[src/rtl/fft_frame_sched_if.sv]
// Stream bundle for fft_frame_sched: the sample input stream (s_*) and the
// FFT-bin output stream (m_*). The slave modport is the scheduler's view;
// the master modport is the view of whatever feeds samples and takes bins.
interface fft_frame_sched_if #(
   parameter int DATA_WIDTH = 16
) ();
   logic                    s_valid;
   logic [DATA_WIDTH-1:0]   s_data;
   logic                    s_ready;
   logic                    m_valid;
   logic                    m_ready;
   logic [4*DATA_WIDTH-1:0] m_data;
   logic [6:0]              m_index;
   logic                    m_last;

   modport slave (
      input  s_valid, s_data, m_ready,
      output s_ready, m_valid, m_data, m_index, m_last
   );

   modport master (
      output s_valid, s_data, m_ready,
      input  s_ready, m_valid, m_data, m_index, m_last
   );
endinterface

[src/rtl/fft_frame_sched.sv]
// Frame sequencer and RAM-port arbiter for a 128-point in-place radix-2 FFT.
// LOAD writes real samples to RAM in bit-reversed order, START pulses the
// core, RUN hands the RAM ports to the core, DRAIN streams bins 0..127 out
// through a 2-entry FIFO. Optional RUN watchdog: define FFT_SCHED_TIMEOUT_EN.
module fft_frame_sched #(
   parameter int DATA_WIDTH  = 16,
   parameter int ADDR_WIDTH  = 8,
   parameter int TIMEOUT_CYC = 4096
) (
   input  logic                    clk,
   input  logic                    rst,
   input  logic                    cfg_auto,
   input  logic                    go,
   fft_frame_sched_if.slave        bus,
   output logic                    fft_start,
   input  logic                    fft_done,
   input  logic                    fft_wen,
   input  logic                    fft_ren,
   input  logic [ADDR_WIDTH-1:0]   fft_waddr,
   input  logic [ADDR_WIDTH-1:0]   fft_raddr,
   input  logic [4*DATA_WIDTH-1:0] fft_wdata,
   output logic                    ram_wen,
   output logic                    ram_ren,
   output logic [ADDR_WIDTH-1:0]   ram_waddr,
   output logic [ADDR_WIDTH-1:0]   ram_raddr,
   output logic [4*DATA_WIDTH-1:0] ram_wdata,
   input  logic [4*DATA_WIDTH-1:0] ram_rdata,
   output logic                    busy,
   output logic                    err_timeout
);
   localparam int W    = 4 * DATA_WIDTH;
   localparam int HALF = 2 * DATA_WIDTH;

   typedef enum logic [2:0] {IDLE, LOAD, START, RUN, DRAIN} state_t;

   state_t                state;
   logic [6:0]            ld_cnt;
   logic                  wen_q;
   logic [ADDR_WIDTH-1:0] waddr_q;
   logic [W-1:0]          wdata_q;
   logic [7:0]            rd_cnt;
   logic                  rdv_q;
   logic [W-1:0]          fifo_mem [2];
   logic                  wr_ptr;
   logic                  rd_ptr;
   logic [1:0]            occ;
   logic [6:0]            out_idx;
   logic                  pop;
   logic                  issue;
   logic [2:0]            pending;

   function automatic logic [6:0] bitrev7(input logic [6:0] x);
      for (int i = 0; i < 7; i++) bitrev7[i] = x[6-i];
   endfunction

   assign busy        = (state != IDLE);
   assign bus.s_ready = (state == LOAD);
   assign bus.m_valid = (occ != 2'd0);
   assign bus.m_data  = fifo_mem[rd_ptr];
   assign bus.m_index = out_idx;
   assign bus.m_last  = bus.m_valid && (out_idx == 7'd127);
   assign pop         = bus.m_valid && bus.m_ready;

   // Reads still owed to the FIFO after this cycle: entries kept plus the one landing now.
   assign pending = 3'(occ) + 3'(rdv_q) - 3'(pop);
   assign issue   = (state == DRAIN) && !rd_cnt[7] && (pending < 3'd2);

`ifdef FFT_SCHED_TIMEOUT_EN
   logic [15:0] tmo_cnt;
   logic        err_q;
   assign err_timeout = err_q;
`else
   // Tied low; the comparison is constant-false for any legal limit.
   assign err_timeout = (TIMEOUT_CYC < 0);
`endif

   // Frame sequencer: state, load-side write register, start pulse, watchdog.
   always_ff @(posedge clk or posedge rst) begin
      if (rst) begin
         state     <= IDLE;
         ld_cnt    <= '0;
         wen_q     <= 1'b0;
         waddr_q   <= '0;
         wdata_q   <= '0;
         fft_start <= 1'b0;
`ifdef FFT_SCHED_TIMEOUT_EN
         tmo_cnt   <= '0;
         err_q     <= 1'b0;
`endif
      end else begin
         // NOTE: state is updated with <= so every branch below reads the
         // pre-edge values; a blocking '=' here would create order-dependent races.
         fft_start <= 1'b0;
         wen_q     <= 1'b0;
         waddr_q   <= '0;
         wdata_q   <= '0;
`ifdef FFT_SCHED_TIMEOUT_EN
         err_q     <= 1'b0;
         tmo_cnt   <= (state == RUN) ? tmo_cnt + 16'd1 : 16'd0;
`endif
         case (state)
            IDLE: begin
               if (go) begin
                  state  <= LOAD;
                  ld_cnt <= '0;
               end
            end
            LOAD: begin
               if (bus.s_valid) begin
                  wen_q   <= 1'b1;
                  waddr_q <= ADDR_WIDTH'(bitrev7(ld_cnt));
                  wdata_q <= {{HALF{1'b0}},
                              {(HALF-DATA_WIDTH){bus.s_data[DATA_WIDTH-1]}}, bus.s_data};
                  ld_cnt  <= ld_cnt + 7'd1;
                  if (ld_cnt == 7'd127) begin
                     state     <= START;
                     fft_start <= 1'b1;
                  end
               end
            end
            START: state <= RUN;
            RUN: begin
               if (fft_done) begin
                  state <= DRAIN;
`ifdef FFT_SCHED_TIMEOUT_EN
               end else if (tmo_cnt == 16'(TIMEOUT_CYC - 1)) begin
                  state <= IDLE;
                  err_q <= 1'b1;
`endif
               end
            end
            DRAIN: begin
               if (pop && out_idx == 7'd127) begin
                  state  <= cfg_auto ? LOAD : IDLE;
                  ld_cnt <= '0;
               end
            end
            default: state <= IDLE;
         endcase
      end
   end

   // Drain datapath: read address counter, read-latency tracker, 2-entry output FIFO.
   always_ff @(posedge clk or posedge rst) begin
      if (rst) begin
         rd_cnt  <= '0;
         rdv_q   <= 1'b0;
         wr_ptr  <= 1'b0;
         rd_ptr  <= 1'b0;
         occ     <= '0;
         out_idx <= '0;
         // NOTE: the two FIFO words are cleared so m_data reads 0 out of reset;
         // a deep RAM would normally be left unreset.
         for (int i = 0; i < 2; i++) fifo_mem[i] <= '0;
      end else begin
         rdv_q <= issue;
         if (state != DRAIN) begin
            rd_cnt  <= '0;
            out_idx <= '0;
         end else begin
            if (issue) rd_cnt  <= rd_cnt + 8'd1;
            if (pop)   out_idx <= out_idx + 7'd1;
         end
         if (rdv_q) begin
            fifo_mem[wr_ptr] <= ram_rdata;
            wr_ptr           <= ~wr_ptr;
         end
         if (pop) rd_ptr <= ~rd_ptr;
         occ <= occ + 2'(rdv_q) - 2'(pop);
      end
   end

   // RAM port arbiter: core owns the ports in RUN, the sequencer otherwise.
   always_comb begin
      // NOTE: every output gets a default first so no path leaves one unassigned (no latch).
      ram_wen   = 1'b0;
      ram_ren   = 1'b0;
      ram_waddr = '0;
      ram_raddr = '0;
      ram_wdata = '0;
      case (state)
         RUN: begin
            ram_wen   = fft_wen;
            ram_ren   = fft_ren;
            ram_waddr = fft_waddr;
            ram_raddr = fft_raddr;
            ram_wdata = fft_wdata;
         end
         DRAIN: begin
            ram_ren   = issue;
            ram_raddr = ADDR_WIDTH'(rd_cnt[6:0]);
         end
         default: begin
            ram_wen   = wen_q;
            ram_waddr = waddr_q;
            ram_wdata = wdata_q;
         end
      endcase
   end
endmodule

[src/flat_wrapper.sv]
// flat-port wrapper written by rule: the top's interface ports become plain ports
module fft_frame_sched_flat 
#(
   parameter int DATA_WIDTH  = 16,
   parameter int ADDR_WIDTH  = 8,
   parameter int TIMEOUT_CYC = 4096
)
  (clk, rst, cfg_auto, go, fft_start, fft_done, fft_wen, fft_ren, fft_waddr, fft_raddr, fft_wdata, ram_wen, ram_ren, ram_waddr, ram_raddr, ram_wdata, ram_rdata, busy, err_timeout, bus_s_valid, bus_s_data, bus_m_ready, bus_s_ready, bus_m_valid, bus_m_data, bus_m_index, bus_m_last);
  fft_frame_sched_if #(.DATA_WIDTH(DATA_WIDTH)) bus_i ();
  input  logic clk;
  input  logic rst;
  input  logic cfg_auto;
  input  logic go;
  output logic fft_start;
  input  logic fft_done;
  input  logic fft_wen;
  input  logic fft_ren;
  input  logic [ADDR_WIDTH-1:0] fft_waddr;
  input  logic [ADDR_WIDTH-1:0] fft_raddr;
  input  logic [4*DATA_WIDTH-1:0] fft_wdata;
  output logic ram_wen;
  output logic ram_ren;
  output logic [ADDR_WIDTH-1:0] ram_waddr;
  output logic [ADDR_WIDTH-1:0] ram_raddr;
  output logic [4*DATA_WIDTH-1:0] ram_wdata;
  input  logic [4*DATA_WIDTH-1:0] ram_rdata;
  output logic busy;
  output logic err_timeout;
  input wire logic [$bits(bus_i.s_valid)-1:0] bus_s_valid;
  input wire logic [$bits(bus_i.s_data)-1:0] bus_s_data;
  input wire logic [$bits(bus_i.m_ready)-1:0] bus_m_ready;
  output wire logic [$bits(bus_i.s_ready)-1:0] bus_s_ready;
  output wire logic [$bits(bus_i.m_valid)-1:0] bus_m_valid;
  output wire logic [$bits(bus_i.m_data)-1:0] bus_m_data;
  output wire logic [$bits(bus_i.m_index)-1:0] bus_m_index;
  output wire logic [$bits(bus_i.m_last)-1:0] bus_m_last;
  assign bus_i.s_valid = bus_s_valid;
  assign bus_i.s_data = bus_s_data;
  assign bus_i.m_ready = bus_m_ready;
  assign bus_s_ready = bus_i.s_ready;
  assign bus_m_valid = bus_i.m_valid;
  assign bus_m_data = bus_i.m_data;
  assign bus_m_index = bus_i.m_index;
  assign bus_m_last = bus_i.m_last;
  fft_frame_sched #(.DATA_WIDTH(DATA_WIDTH), .ADDR_WIDTH(ADDR_WIDTH), .TIMEOUT_CYC(TIMEOUT_CYC)) u_core (.clk(clk), .rst(rst), .cfg_auto(cfg_auto), .go(go), .bus(bus_i), .fft_start(fft_start), .fft_done(fft_done), .fft_wen(fft_wen), .fft_ren(fft_ren), .fft_waddr(fft_waddr), .fft_raddr(fft_raddr), .fft_wdata(fft_wdata), .ram_wen(ram_wen), .ram_ren(ram_ren), .ram_waddr(ram_waddr), .ram_raddr(ram_raddr), .ram_wdata(ram_wdata), .ram_rdata(ram_rdata), .busy(busy), .err_timeout(err_timeout));
endmodule
[config.mk]
export PLATFORM = sky130hd
export DESIGN_NAME = fft_frame_sched_flat
export DESIGN_NICKNAME = d
export VERILOG_FILES = /design/src/rtl/fft_frame_sched_if.sv /design/src/rtl/fft_frame_sched.sv /design/src/flat_wrapper.sv
export SDC_FILE = /design/constraint.sdc
export NUM_CORES = 1
export LEC_CHECK = 0
export CAP_MARGIN = 20
export CORE_MARGIN = 3
export CORE_UTILIZATION = 29
export CTS_CLUSTER_DIAMETER = 50
export DETAILED_ROUTE_END_ITERATION = 6
export PLACE_DENSITY = 0.69
export SLEW_MARGIN = 25
export SYNTH_ARGS = -nofsm -noshare
export SYNTH_HDL_FRONTEND = slang
export SYNTH_SLANG_ARGS = --single-unit
[constraint.sdc]
create_clock -name clk -period 14.45 [get_ports clk]
set_input_delay 3.6125 -clock clk [delete_from_list [all_inputs] [get_ports clk]]
set_output_delay 3.6125 -clock clk [all_outputs]
set_load 0.05 [all_outputs]
==> flow_summary.html <==
<table>
<tr><th>Metric</th><th>Value</th></tr>
<tr><th colspan="2">Detailed routing</th></tr>
<tr><td>Final wirelength</td><td>22.9 mm</td></tr>
<tr><td>Antenna Violating Nets Remaining</td><td>0</td></tr>
<tr><td>Via count</td><td>6245</td></tr>
<tr><td>Number of optimization iterations in the first detailed-route pass</td><td>4</td></tr>
<tr><td>Wire per inst</td><td>16.8 µm</td></tr>
<tr><td>DRC errors left</td><td>0</td></tr>
<tr><td>Number of DRC violations after detailed-routing iteration 0</td><td>151</td></tr>
<tr><td>Detail-routed via count per cell</td><td>4.60</td></tr>
<tr><th colspan="2">Cells and area</th></tr>
<tr><td>Area added between synthesis and finish</td><td>49.7%</td></tr>
<tr><td>Antenna cells</td><td>0</td></tr>
<tr><td>Most common cell after layout, fill and taps aside</td><td>sky130_fd_sc_hd__clkdlybuf4s50_1</td></tr>
<tr><td>Leading cell types in the layout, fill and taps excluded</td><td>sky130_fd_sc_hd__clkdlybuf4s50_1, sky130_fd_sc_hd__mux2_2, sky130_fd_sc_hd__dfrtp_1</td></tr>
<tr><td>Net count, final</td><td>1137</td></tr>
<tr><td>Total non-filler cell area in the finished layout</td><td>12800 µm²</td></tr>
<tr><td>Share of cells above drive strength 1</td><td>24.8%</td></tr>
<tr><td>Number of standard cells in the final layout excluding fillers</td><td>1359</td></tr>
<tr><th colspan="2">Synthesis</th></tr>
<tr><td>Number of synthesized register bits</td><td>183</td></tr>
<tr><td>Cell taking the most area after synthesis</td><td>sky130_fd_sc_hd__dfrtp_1</td></tr>
<tr><td>Largest cells by area after synthesis</td><td>sky130_fd_sc_hd__dfrtp_1, sky130_fd_sc_hd__mux2_2, sky130_fd_sc_hd__and2_1, sky130_fd_sc_hd__a22o_1, sky130_fd_sc_hd__a21o_1</td></tr>
<tr><td>Synthesized cell area</td><td>8520 µm²</td></tr>
<tr><td>Yosys warnings</td><td>0</td></tr>
<tr><td>Sequential-to-total area share from yosys stat</td><td>53.8%</td></tr>
<tr><td>Synth Flop Type</td><td>sky130_fd_sc_hd__dfrtp_1</td></tr>
<tr><td>Average instance area after synthesis</td><td>13.1 µm²</td></tr>
<tr><td>Mapped Nets</td><td>827</td></tr>
<tr><td>Share of async-settable or async-resettable flops after synthesis</td><td>100%</td></tr>
<tr><td>Post-synth EDFFs</td><td>0</td></tr>
<tr><td>Distinct cells, synth</td><td>45</td></tr>
<tr><td>Synth top area share</td><td>53.8%</td></tr>
<tr><td>Instance count of the mapped netlist</td><td>652</td></tr>
<tr><th colspan="2">Clocking</th></tr>
<tr><td>Total number of clock tree sinks</td><td>183</td></tr>
<tr><td>Count of hold buffers inserted by post-cts repair</td><td>0</td></tr>
<tr><td>Gates resized, CTS repair</td><td>0</td></tr>
<tr><td>H-tree depth reported by CTS</td><td>4</td></tr>
<tr><td>Setup Buffers After CTS</td><td>0</td></tr>
<tr><td>Clock input transition at the sequential cells of the worst setup and hold paths</td><td>0.08 ns</td></tr>
<tr><td>Clock root buffer</td><td>sky130_fd_sc_hd__clkbuf_16</td></tr>
<tr><td>Maximum number of buffers from clock root to sink</td><td>2</td></tr>
<tr><td>Later-pin clock latency in the skew report</td><td>0.42 ns</td></tr>
<tr><td>Clock tree from TritonCTS</td><td>yes</td></tr>
<tr><td>Number of buffers inserted during clock tree synthesis</td><td>17</td></tr>
<tr><th colspan="2">STA</th></tr>
<tr><td>Unrepaired setup endpoints after global routing</td><td>false</td></tr>
<tr><td>Worst slew margin</td><td>35.4%</td></tr>
<tr><td>Clock period minus final worst setup slack</td><td>10.57 ns</td></tr>
<tr><td>Achievable Freq</td><td>94.6 MHz</td></tr>
<tr><td>Minimum setup slack in the final design</td><td>3.88 ns</td></tr>
<tr><td>Fraction of the cycle the final worst path needs</td><td>73.2%</td></tr>
<tr><td>Final hold violations</td><td>0</td></tr>
<tr><td>Worst clock skew on the final layout</td><td>0.0127 ns</td></tr>
<tr><td>Number of setup violations in the final report</td><td>0</td></tr>
<tr><td>Pin slew with the least headroom to its limit</td><td>0.969 ns</td></tr>
<tr><td>Number of slew-limit violations in the final report</td><td>0</td></tr>
<tr><td>Sum of negative setup slack</td><td>0 ns</td></tr>
<tr><th colspan="2">GRT</th></tr>
<tr><td>Number of antenna violations at the first check in global routing</td><td>0</td></tr>
<tr><td>Maximum number of pins on one net before global-route repair</td><td>86</td></tr>
<tr><td>Total Routing Usage GR</td><td>14.5%</td></tr>
<tr><td>Remaining global-route overflow</td><td>0</td></tr>
<tr><td>Met2 GRT Util</td><td>25.8%</td></tr>
<tr><td>Wire length of the first global-routing pass</td><td>36.1 mm</td></tr>
<tr><td>GRT met1 Usage</td><td>17.6%</td></tr>
<tr><td>Vias in the first global route</td><td>6636</td></tr>
<tr><td>Met3 Usage GRT</td><td>4.02%</td></tr>
<tr><td>Global route hottest layer</td><td>met2</td></tr>
<tr><th colspan="2">Die</th></tr>
<tr><td>Overall die area</td><td>31500 µm²</td></tr>
<tr><td>DIE WIDTH</td><td>177 µm</td></tr>
<tr><td>Height of the die</td><td>177 µm</td></tr>
<tr><td>Std-Cell Rows</td><td>62</td></tr>
<tr><td>IO Count</td><td>328</td></tr>
<tr><td>Effective utilization at floorplan</td><td>29.5%</td></tr>
<tr><td>Core Region</td><td>28900 µm²</td></tr>
<tr><th colspan="2">Setup path</th></tr>
<tr><td>Slowest cell delay on critical path</td><td>0.80 ns</td></tr>
<tr><td>Critical path endpoint category</td><td>primary output</td></tr>
<tr><td>Gate family responsible for the most delay along the worst path</td><td>buffers and inverters</td></tr>
<tr><td>Worst path buffer plus inverter count</td><td>4</td></tr>
<tr><td>Crit path arrival time</td><td>6.96 ns</td></tr>
<tr><td>Crit Path Max Fanout</td><td>10</td></tr>
<tr><td>Critical path launch point type</td><td>primary input</td></tr>
<tr><td>Cell with the largest stage delay on the worst path</td><td>sky130_fd_sc_hd__clkdlybuf4s50_1</td></tr>
<tr><td>Required arrival time at the worst endpoint</td><td>10.84 ns</td></tr>
<tr><td>Path type of the worst setup path</td><td>primary input to primary output</td></tr>
<tr><td>CP cell instances</td><td>clkdlybuf4s50_1, o21ai_2, inv_1, ha_1, inv_1, ha_1, fa_1, nor2_1, nand2_1, nor2_1, a21o_1, clkdlybuf4s50_1</td></tr>
<tr><th colspan="2">Min path</th></tr>
<tr><td>Worst min-delay path category</td><td>flop to flop</td></tr>
<tr><th colspan="2">Place</th></tr>
<tr><td>Placed Instance Area</td><td>12100 µm²</td></tr>
<tr><td>DPL Wire Length</td><td>16.5 mm</td></tr>
<tr><td>Input/output buffers</td><td>326</td></tr>
<tr><td>Place WS</td><td>3.86 ns</td></tr>
<tr><td>Placed instance count</td><td>1327</td></tr>
<tr><td>RD Place Congestion</td><td>0.783</td></tr>
<tr><th colspan="2">Power</th></tr>
<tr><td>Overall power of the completed layout</td><td>1.66 mW</td></tr>
<tr><td>VDD IR-drop max</td><td>0.0000867 V</td></tr>
<tr><td>Ratio of total power to cell area</td><td>130 nW/µm²</td></tr>
<tr><td>Static leakage</td><td>5.61 nW</td></tr>
<tr><th colspan="2">Flow run</th></tr>
<tr><td>Maximum capacitance violations</td><td>0</td></tr>
<tr><th colspan="2">Status</th></tr>
<tr><td>Result of the run</td><td>finished clean</td></tr>
</table>
==> logic make-up after synthesis <==
group                      share of synthesized area, %
AOI/OAI and AO/OA                                  6.65
other                                            0.0440
DFF                                                53.8
buffers and inverters                              2.73
adders and majority gates                         0.970
muxes                                              25.6
and+or+nand+nor                                    8.96
xor gates and xnor gates                           1.23
==> power by group <==
| group | internal, mW | switching [mW] |
|---|---|---|
| clock | 0.252 | 0.228 |
| combinational | 0.246 | 0.374 |
| sequential | 0.540 | 0.0237 |
| total | 1.04 | 0.626 |
==> layer usage <==
| layer | vias to the layer above | share of wire (%) |
|---|---|---|
| met2 | 205 | 52 |
| li1 | 2928 | - |
| met3 | 12 | 6.0 |
| met4 | 0 | 1.0 |
| met1 | 3100 | 41 |
| met5 | - | 0 |
==> metrics by stage <==
| step | utilization, % | hold slack (ns) |
|---|---|---|
| after global routing | 44.2 | 0.514 |
| after CTS | 44.2 | 0.495 |
| final | 44.2 | 0.487 |
| after floorplan | - | 0.460 |
| after global placement | 42.0 | 0.481 |
| after detailed placement | 42.0 | 0.484 |
==> final cells by class <==
cell class | count | area (µm²)
clock buffers | 17 | 425
clock inverters | 15 | 204
fillers | 2703 | 16100
inverters | 7 | 31.3
multi-input cells | 421 | 3720
flip-flops and latches | 183 | 4580
well taps | 384 | 480
repair buffers | 332 | 3310
==> flip-flops by register name, summed over array words and instances, names as in the netlist <==
signal              flops
u_core.fft_start        1
u_core.wen_q            1
u_core.state            3
u_core.fifo_mem       128
u_core.wr_ptr           1
u_core.rd_ptr           1
u_core.occ              2
u_core.rd_cnt           8
u_core.rdv_q            1
u_core.wdata_q         16
u_core.ld_cnt           7
u_core.waddr_q          7
u_core.bus.m_index      7
==> worst register-to-register path: stages, from the launching register on <==
cell	delay, ns
sky130_fd_sc_hd__dfrtp_1	0.45
sky130_fd_sc_hd__o21ai_2	0.40
sky130_fd_sc_hd__inv_1	0.18
sky130_fd_sc_hd__ha_1	0.31
sky130_fd_sc_hd__inv_1	0.03
sky130_fd_sc_hd__ha_1	0.18
sky130_fd_sc_hd__fa_1	0.46
sky130_fd_sc_hd__nor2_1	0.35
sky130_fd_sc_hd__nand3_1	0.15
sky130_fd_sc_hd__nor3_2	0.24
sky130_fd_sc_hd__mux2i_1	0.20
==> cells in the mapped netlist (4+ instances only) <==
| cell | instances |
|---|---|
| sky130_fd_sc_hd__a21o_1 | 19 |
| sky130_fd_sc_hd__a21oi_1 | 6 |
| sky130_fd_sc_hd__a22o_1 | 30 |
| sky130_fd_sc_hd__a41oi_1 | 4 |
| sky130_fd_sc_hd__and2_1 | 60 |
| sky130_fd_sc_hd__buf_2 | 27 |
| sky130_fd_sc_hd__clkbuf_1 | 8 |
| sky130_fd_sc_hd__dfrtp_1 | 183 |
| sky130_fd_sc_hd__ha_1 | 5 |
| sky130_fd_sc_hd__inv_1 | 7 |
| sky130_fd_sc_hd__mux2_2 | 193 |
| sky130_fd_sc_hd__nand2_1 | 22 |
| sky130_fd_sc_hd__nand3_1 | 10 |
| sky130_fd_sc_hd__nor2_1 | 17 |
| sky130_fd_sc_hd__nor3_1 | 5 |
| sky130_fd_sc_hd__xnor2_1 | 4 |
| sky130_fd_sc_hd__xor2_1 | 8 |
==> worst paths after layout <==
check / from / end / slack (ns) / cells past startpoint
worst max-delay path: bus_m_ready / ram_ren / 3.88 / 12
worst min-delay path: u_core.rd_ptr / u_core.rd_ptr / 0.49 / 1
worst max register to register: u_core.occ[1] / u_core.rd_cnt[5] / 11.43 / 10
worst min register to register: u_core.rd_ptr / u_core.rd_ptr / 0.49 / 1
max in group asynchronous: rst / u_core.rd_ptr / 9.70 / 3
min in group asynchronous: rst / u_core.fifo_mem[86] / 3.61 / 2
Power figures use the tool's default switching activity.
